$ cat src/rtl/pc_sequencer.sv
// Fetch-side PC sequencer: picks the next fetch address, flushes wrong-path slots on
// taken control transfers, and halts on ecall or misaligned control-transfer targets.
module pc_sequencer #(
  parameter logic [31:0] RESET_PC = 32'h0000_0000
) (
  input  logic        clk,
  input  logic        rst_n,
  input  logic        stall_i,
  input  logic        ex_valid_i,
  input  logic [6:0]  ex_opcode_i,
  input  logic [31:0] ex_pc_i,
  input  logic [31:0] ex_imm_i,
  input  logic [31:0] ex_rs1_i,
  input  logic        ex_br_taken_i,
  input  logic        resume_i,
  output logic [31:0] pc_o,
  output logic        if_valid_o,
  output logic        flush_o,
  output logic [31:0] link_o,
  output logic        halted_o,
  output logic        misalign_o,
  output logic [31:0] redirect_cnt_o
);

  localparam logic [6:0] OpBranch = 7'b1100011;
  localparam logic [6:0] OpJal    = 7'b1101111;
  localparam logic [6:0] OpJalr   = 7'b1100111;
  localparam logic [6:0] OpSystem = 7'b1110011;

  typedef enum logic [0:0] {StRun, StHalt} state_e;

  state_e      state_q, state_d;
  logic [31:0] pc_q, pc_d;
  logic        if_valid_q, if_valid_d;
  logic        misalign_q, misalign_d;
  logic [31:0] cnt_q, cnt_d;

  logic        is_branch, is_jal, is_jalr, is_system;
  logic [31:0] target;
  logic [31:0] link;
  logic        redirect_req, trap_req, misalign_trap;

  always_comb begin
    is_branch = (ex_opcode_i == OpBranch);
    is_jal    = (ex_opcode_i == OpJal);
    is_jalr   = (ex_opcode_i == OpJalr);
    is_system = (ex_opcode_i == OpSystem);
    link      = ex_pc_i + 32'd4;

    if (is_jalr) begin
      target = (ex_rs1_i + ex_imm_i) & ~32'h1;
    end else begin
      target = ex_pc_i + ex_imm_i;
    end

    redirect_req  = ex_valid_i & (is_jal | is_jalr | (is_branch & ex_br_taken_i));
    // A redirect to a non-word-aligned target becomes a trap instead of a redirect.
    misalign_trap = redirect_req & target[1];
    trap_req      = ex_valid_i & (is_system | misalign_trap);
  end

  always_comb begin
    state_d    = state_q;
    pc_d       = pc_q;
    if_valid_d = if_valid_q;
    misalign_d = misalign_q;
    cnt_d      = cnt_q;
    flush_o    = 1'b0;

    unique case (state_q)
      StRun: begin
        flush_o = redirect_req | trap_req;
        if (trap_req) begin
          pc_d       = link;
          state_d    = StHalt;
          if_valid_d = 1'b0;
          if (misalign_trap) begin
            misalign_d = 1'b1;
          end
        end else if (redirect_req) begin
          pc_d  = target;
          cnt_d = cnt_q + 32'd1;
        end else if (!stall_i) begin
          pc_d = pc_q + 32'd4;
        end
      end
      StHalt: begin
        // Everything from EX is ignored; fetch restarts at the held PC.
        if (resume_i) begin
          state_d    = StRun;
          if_valid_d = 1'b1;
        end
      end
      default: begin
        state_d = StRun;
      end
    endcase
  end

  always_ff @(posedge clk or negedge rst_n) begin
    if (!rst_n) begin
      state_q    <= StRun;
      pc_q       <= RESET_PC;
      if_valid_q <= 1'b1;
      misalign_q <= 1'b0;
      cnt_q      <= 32'd0;
    end else begin
      state_q    <= state_d;
      pc_q       <= pc_d;
      if_valid_q <= if_valid_d;
      misalign_q <= misalign_d;
      cnt_q      <= cnt_d;
    end
  end

  assign pc_o           = pc_q;
  assign if_valid_o     = if_valid_q;
  assign link_o         = link;
  assign halted_o       = (state_q == StHalt);
  assign misalign_o     = misalign_q;
  assign redirect_cnt_o = cnt_q;

endmodule

$ cat config.mk
export PLATFORM = sky130hd
export DESIGN_NAME = pc_sequencer
export DESIGN_NICKNAME = d
export VERILOG_FILES = /design/src/rtl/pc_sequencer.sv
export SDC_FILE = /design/constraint.sdc
export NUM_CORES = 1
export LEC_CHECK = 0
export ABC_AREA = 0
export CORE_ASPECT_RATIO = 0.6
export CORE_MARGIN = 4
export CORE_UTILIZATION = 54
export DETAILED_ROUTE_END_ITERATION = 10
export PLACE_DENSITY_LB_ADDON = 0.3
export SLEW_MARGIN = 5
export SYNTH_ARGS = -nofsm -noshare
export SYNTH_HDL_FRONTEND = slang
export SYNTH_SLANG_ARGS = --single-unit
$ cat constraint.sdc
create_clock -name clk -period 6.05 [get_ports clk]
set_clock_uncertainty 0.15 [all_clocks]
set_input_delay 1.21 -clock clk [delete_from_list [all_inputs] [get_ports clk]]
set_output_delay 1.21 -clock clk [all_outputs]
set_load 0.05 [all_outputs]
### Word level (Yosys, flattened, before mapping)

Index checks and enable logic that the tools add are counted.

| word-level totals | value |
|---|---|
| word-level logic and storage cells | 42 |
| flip-flop bits (word level) | 67 |
| latch bits | 0 |
| memories kept | 0 |
| memory bits (writable) | 0 |
| bits in read-only memories | 0 |
| input bits | 109 |
| output and inout port bits | 100 |

| cells by class | value |
|---|---|
| eq/ne operators | 7 |
| reductions and logical operators | 4 |
| bitwise gates (word level) | 10 |
| magnitude comparators | 0 |
| multiplexer cells | 11 |
| div/mod/pow operators | 0 |
| multiply operators | 0 |
| shift-type cells | 0 |
| add/subtract/negate cells | 5 |

Operators with widths:

| operator | number |
|---|---|
| two-way mux 32 bit | 4 |
| adder 32 x 3 -> 32 bit (second input constant) | 2 |
| adder 32 bit | 2 |
| adder 32 x 1 -> 32 bit (second input constant) | 1 |
| equality test 7 bit (second input constant) | 4 |
| AND reduction 3 bit | 2 |
| two-way mux 1 bit | 5 |
| AND 1 bit | 4 |
| != test 2 bit (second input constant) | 2 |
| OR 1 bit | 4 |
| one-hot mux 1 bit (2 select lines) | 2 |
| AND reduction 2 bit | 2 |
| != test 3 x 1 -> 1 bit (second input constant) | 1 |
| NOT 1 bit | 2 |

### Depth between registers and ports, before layout

Gate-level depths: netlist (run 1).

| logic depth | value |
|---|---|
| depth in word-level cells | 9 |
| depth in mapped cells | 12 |
| mapped depth without buffers | 12 |

### Least setup slack after synthesis (run 1)

OpenSTA, ideal clock, no wires.

| path | value |
|---|---|
| path kind | input-to-output |
| from | input ex_pc_i[4] |
| to | output link_o[26] |
| required time | 4690 ps |
| path slack | 1422 ps |
| stages on the path | 6 |
| data arrival time | 3267 ps |
| buffers on the path | 0 |
| cells stage by stage | and4_1 -> and3_1 -> nor2b_1 -> nor3b_1 -> nand3_1 -> xnor2_1 |

| on the way | value |
|---|---|
| word-level cells in the longest chain between the ends | 1 |

Ends and longest elaborated chain:

| item | RTL line | source |
|---|---|---|
| start, declared | 11 | `input logic [31:0] ex_pc_i,` |
| adder 32 x 3 -> 32 bit | 48 | `link = ex_pc_i + 32'd4;` |
| end, declared | 19 | `output logic [31:0] link_o,` |

Every way passes these cells.

### Worst setup path in the final report (run 1)

| path | value |
|---|---|
| from | input ex_pc_i[2] |
| to | output link_o[24] |

Same word-level chain as after synthesis.

==> impl_metrics.json, run 1 <==
{
  "worstPathCellList": "clkdlybuf4s50_1, ha_1, and3_1, nor2b_1, nor3b_1, buf_4, xor2_1, clkdlybuf4s50_1",
  "grt_pass1_wl_um": 43500,
  "cts_max_level": 3,
  "path_buf_inv": 3,
  "diodes": 0,
  "grt_usage_pct": 33.2,
  "cts_sinks": 67,
  "std_cell_rows": 33,
  "synth_top_area_cell": "dfrtp_1",
  "status": "completed",
  "syn_nets": 1183,
  "post_cts_resize_count": 0,
  "avgSynthCellArea_sq_um": 7.62,
  "met3_length_um": 3810,
  "via_per_inst": 6.32,
  "top_layer_used": "met4",
  "root_buffer": "clkbuf_16",
  "setup.worst_path.end_class": "output pin",
  "die_h_um": 100,
  "path_delay_family": "buffers and inverters",
  "r2r-start": "pc_o[2]",
  "boundaryPins": 209,
  "post_cts_buffers": 0,
  "cts_tree": "yes",
  "r2r_setup_slack_ns": 2.96,
  "final_cells": 1405,
  "cap_viol_max_count": 0,
  "slew_violations": 0,
  "gp_congestion": 0.990,
  "synth-seq-cells": 67,
  "worstSetupPathType": "in2out",
  "yosysSeqAreaShare_pct": 21.8,
  "synth_flop_cell": "dfrtp_1",
  "setup_viol": 0,
  "wl_um": 27900,
  "crit_start": "ex_pc_i[2]",
  "core_sq_mm": 0.0138,
  "peakVddDrop_mv": 0.162,
  "min_period_ns": 5.53,
  "p_leak_uw": 0.00429,
  "synth-xor-area-share_pct": 13.1,
  "slowest_stage": "clkdlybuf4s50_1",
  "layout_commonest_cell": "clkdlybuf4s50_1",
  "wl_per_cell_um": 19.8,
  "worst_path_largest_cell_delay_ns": 0.84,
  "die_x_um": 162,
  "port_buffers": 208,
  "timing.critical_path.mode_cell": "clkdlybuf4s50_1",
  "required_ns": 4.69,
  "ys_top_cells_by_area": "dfrtp_1 21%, ha_1 10%, xnor2_1 8.8%",
  "cts_buffer_depth": 2,
  "drt-met1-wl_um": 12600,
  "critPathMaxFanout": 6,
  "placed_cells": 1389,
  "synthCells": 1008,
  "hold_class": "reg2reg",
  "post-route-period-util_pct": 91.4,
  "clkTransAtPathRegs_ns": 0.06,
  "dieArea_sq_mm": 0.0163,
  "rsz0062_at_grt": "no",
  "synth-simple-area-share_pct": 24.1,
  "postCtsHoldBufs": 0,
  "synthArstFlopShare_pct": 100,
  "arrival_ns": 4.17,
  "first_pass_iters": 5,
  "max_freq_ghz": 0.181,
  "synth_top_family_by_area": "compound AO/OA/AOI/OAI gates",
  "clock_latency_ns": 0.33,
  "initialDrtViolationCount": 1227,
  "met2WireLength_um": 11100,
  "min_from": "redirect_cnt_o[31]",
  "synth_edf_count": 0,
  "initial_core_util_pct": 55.7,
  "final_net_count": 1383,
  "yosysUniqueCellTypes": 68,
  "ys_warn_count": 0,
  "gr-total-overflow": 0,
  "cts_inserted_buffers": 9,
  "via_count": 8874,
  "drive_above_1_share_pct": 3.87,
  "relSlewSlack_pct": 34.9,
  "final_cell_mix": "201 x clkdlybuf4s50_1, 121 x nand2_1, 104 x a21oi_1",
  "synth-compound-area-share_pct": 26.3,
  "area_delta_synth_final_pct": 33.7,
  "synthAdderAreaFrac_pct": 10.9,
  "ant_nets": 0,
  "antenna_found_initial": 0,
  "grt_max_degree": 68,
  "grt_pass1_vias": 8001,
  "drc_errors": 0,
  "hold_viol": 0,
  "power.density_mw_per_mm2": 227,
  "syn_area_sq_mm": 0.00768,
  "worstSetupStartpointType": "input pin",
  "worst_pin_slew_ns": 0.972,
  "dp_hpwl_um": 22500,
  "yosysTopAreaCellShare_pct": 21.5,
  "synth_mux_area_share_pct": 0.651,
  "finalSetupTns_ns": 0
}
[through the flow]
step / utilization [%] / total power [uW] / hold WS [ns] / instance area [sq um] / setup WS [ns]
floorplan: - / 1320 / 0.451 / 7680 / 1.42
global route: 74.5 / 2430 / 0.353 / 10300 / 0.370
CTS: 74.5 / 2300 / 0.327 / 10300 / 0.551
detailed placement: 72.2 / 1730 / 0.314 / 9950 / 0.568
global placement: 72.2 / 1720 / 0.308 / 9950 / 0.648
finish: 74.5 / 2330 / 0.328 / 10300 / 0.523
[cells by family (layout without fill, tap and decap cells)]
| kind of cell | after synthesis | after routing |
|---|---|---|
| AND/OR/NAND/NOR | 381 | 381 |
| multiplexers | 5 | 5 |
| XOR/XNOR | 115 | 115 |
| adder cells (fa/ha/maj) | 66 | 66 |
| buffers and inverters | 58 | 263 |
| flip-flops | 67 | 67 |
| AO/OA/AOI/OAI | 316 | 316 |
[registers in the layout, summed over array words and instances (netlist names)]
register,cells
pc_o,32
redirect_cnt_o,32
halted_o,1
if_valid_o,1
misalign_o,1
[worst register-to-register path, stage by stage, from the launching register on]
cell      delay [ns]
dfrtp_1         0.45
ha_1            0.22
nand3_1         0.19
nor3_1          0.68
and2_1          0.33
nand4_1         0.15
xnor2_1         0.18
o221ai_1        0.13
o21bai_1        0.18
nor3_1          0.18
a32o_1          0.18
[Yosys cell counts, types with 3 or more instances]
| master | instances |
|---|---|
| nand2_1 | 121 |
| a211o_1 | 5 |
| or3_1 | 8 |
| clkbuf_1 | 25 |
| nand3_1 | 48 |
| a21oi_1 | 104 |
| ha_1 | 64 |
| xnor2_1 | 77 |
| a221oi_1 | 3 |
| inv_1 | 27 |
| o22ai_1 | 10 |
| a211oi_1 | 10 |
| o31ai_1 | 7 |
| o221ai_1 | 10 |
| a31o_2 | 3 |
| nor3_1 | 20 |
| nand2b_1 | 9 |
| and4_1 | 6 |
| nand4_1 | 26 |
| a21o_1 | 29 |
| a31oi_1 | 11 |
| a311oi_1 | 5 |
| nor4_1 | 3 |
| dfrtp_1 | 66 |
| nor2_1 | 81 |
| o211ai_1 | 14 |
| a22o_1 | 5 |
| and2_1 | 7 |
| a41oi_1 | 6 |
| o21ai_0 | 55 |
| o21a_1 | 9 |
| o21bai_1 | 8 |
| a32o_1 | 3 |
| and3_1 | 25 |
| nor2b_1 | 7 |
| nor3b_1 | 5 |
| mux2i_1 | 5 |
| xor2_1 | 38 |
[final timing paths]
| check | end | depth (start not counted) |
|---|---|---|
| setup / recovery | link_o[24] | 8 |
| hold / removal | redirect_cnt_o[31] | 1 |
| setup reg to reg | pc_o[26] | 10 |
| hold reg to reg | redirect_cnt_o[31] | 1 |
| max in group asynchronous | pc_o[23] | 2 |
| min in group asynchronous | redirect_cnt_o[16] | 2 |
[cell type report]
type / count / area (sq um)
Clock buffer: 9 / 225
Clock inverter: 7 / 98.8
Fill cell: 1082 / 3510
Inverter: 27 / 101
Multi-Input combinational cell: 883 / 5780
Sequential cell: 67 / 1680
Tap cell: 192 / 240
Timing Repair Buffer: 220 / 2150
[per-layer routing]
layer	track usage, %	vias up
met5	0	-
met4	5.91	0
met2	46.5	572
met3	9.36	40
li1	-	4142
met1	51.0	4120
[power by group]
part,switching (uW),total [uW],internal [uW]
registers,93.4,604,511
logic,714,1150,441
clock network,207,570,364
Note: power is estimated with default switching activity, not from simulation.
==> run 2: changes to the inputs <==
--- a/config.mk
+++ b/config.mk
@@ -11,7 +11,7 @@
 export CORE_UTILIZATION = 54
 export DETAILED_ROUTE_END_ITERATION = 10
 export PLACE_DENSITY_LB_ADDON = 0.3
-export SLEW_MARGIN = 5
+export SLEW_MARGIN = 20
 export SYNTH_ARGS = -nofsm -noshare
 export SYNTH_HDL_FRONTEND = slang
 export SYNTH_SLANG_ARGS = --single-unit
==> results of run 2 <==
Final layout, timing and power as in run 1 (identical DEF).
==> run 3: changes to the inputs <==
--- a/config.mk
+++ b/config.mk
@@ -9,8 +9,10 @@
 export CORE_ASPECT_RATIO = 0.6
 export CORE_MARGIN = 4
 export CORE_UTILIZATION = 54
+export CTS_BUF_LIST = sky130_fd_sc_hd__clkbuf_8 sky130_fd_sc_hd__clkbuf_16
 export DETAILED_ROUTE_END_ITERATION = 10
 export PLACE_DENSITY_LB_ADDON = 0.3
+export SETUP_SLACK_MARGIN = 0.2
 export SLEW_MARGIN = 20
 export SYNTH_ARGS = -nofsm -noshare
 export SYNTH_HDL_FRONTEND = slang
==> results of run 3 <==
Final layout, timing and power as in run 1 (identical DEF).
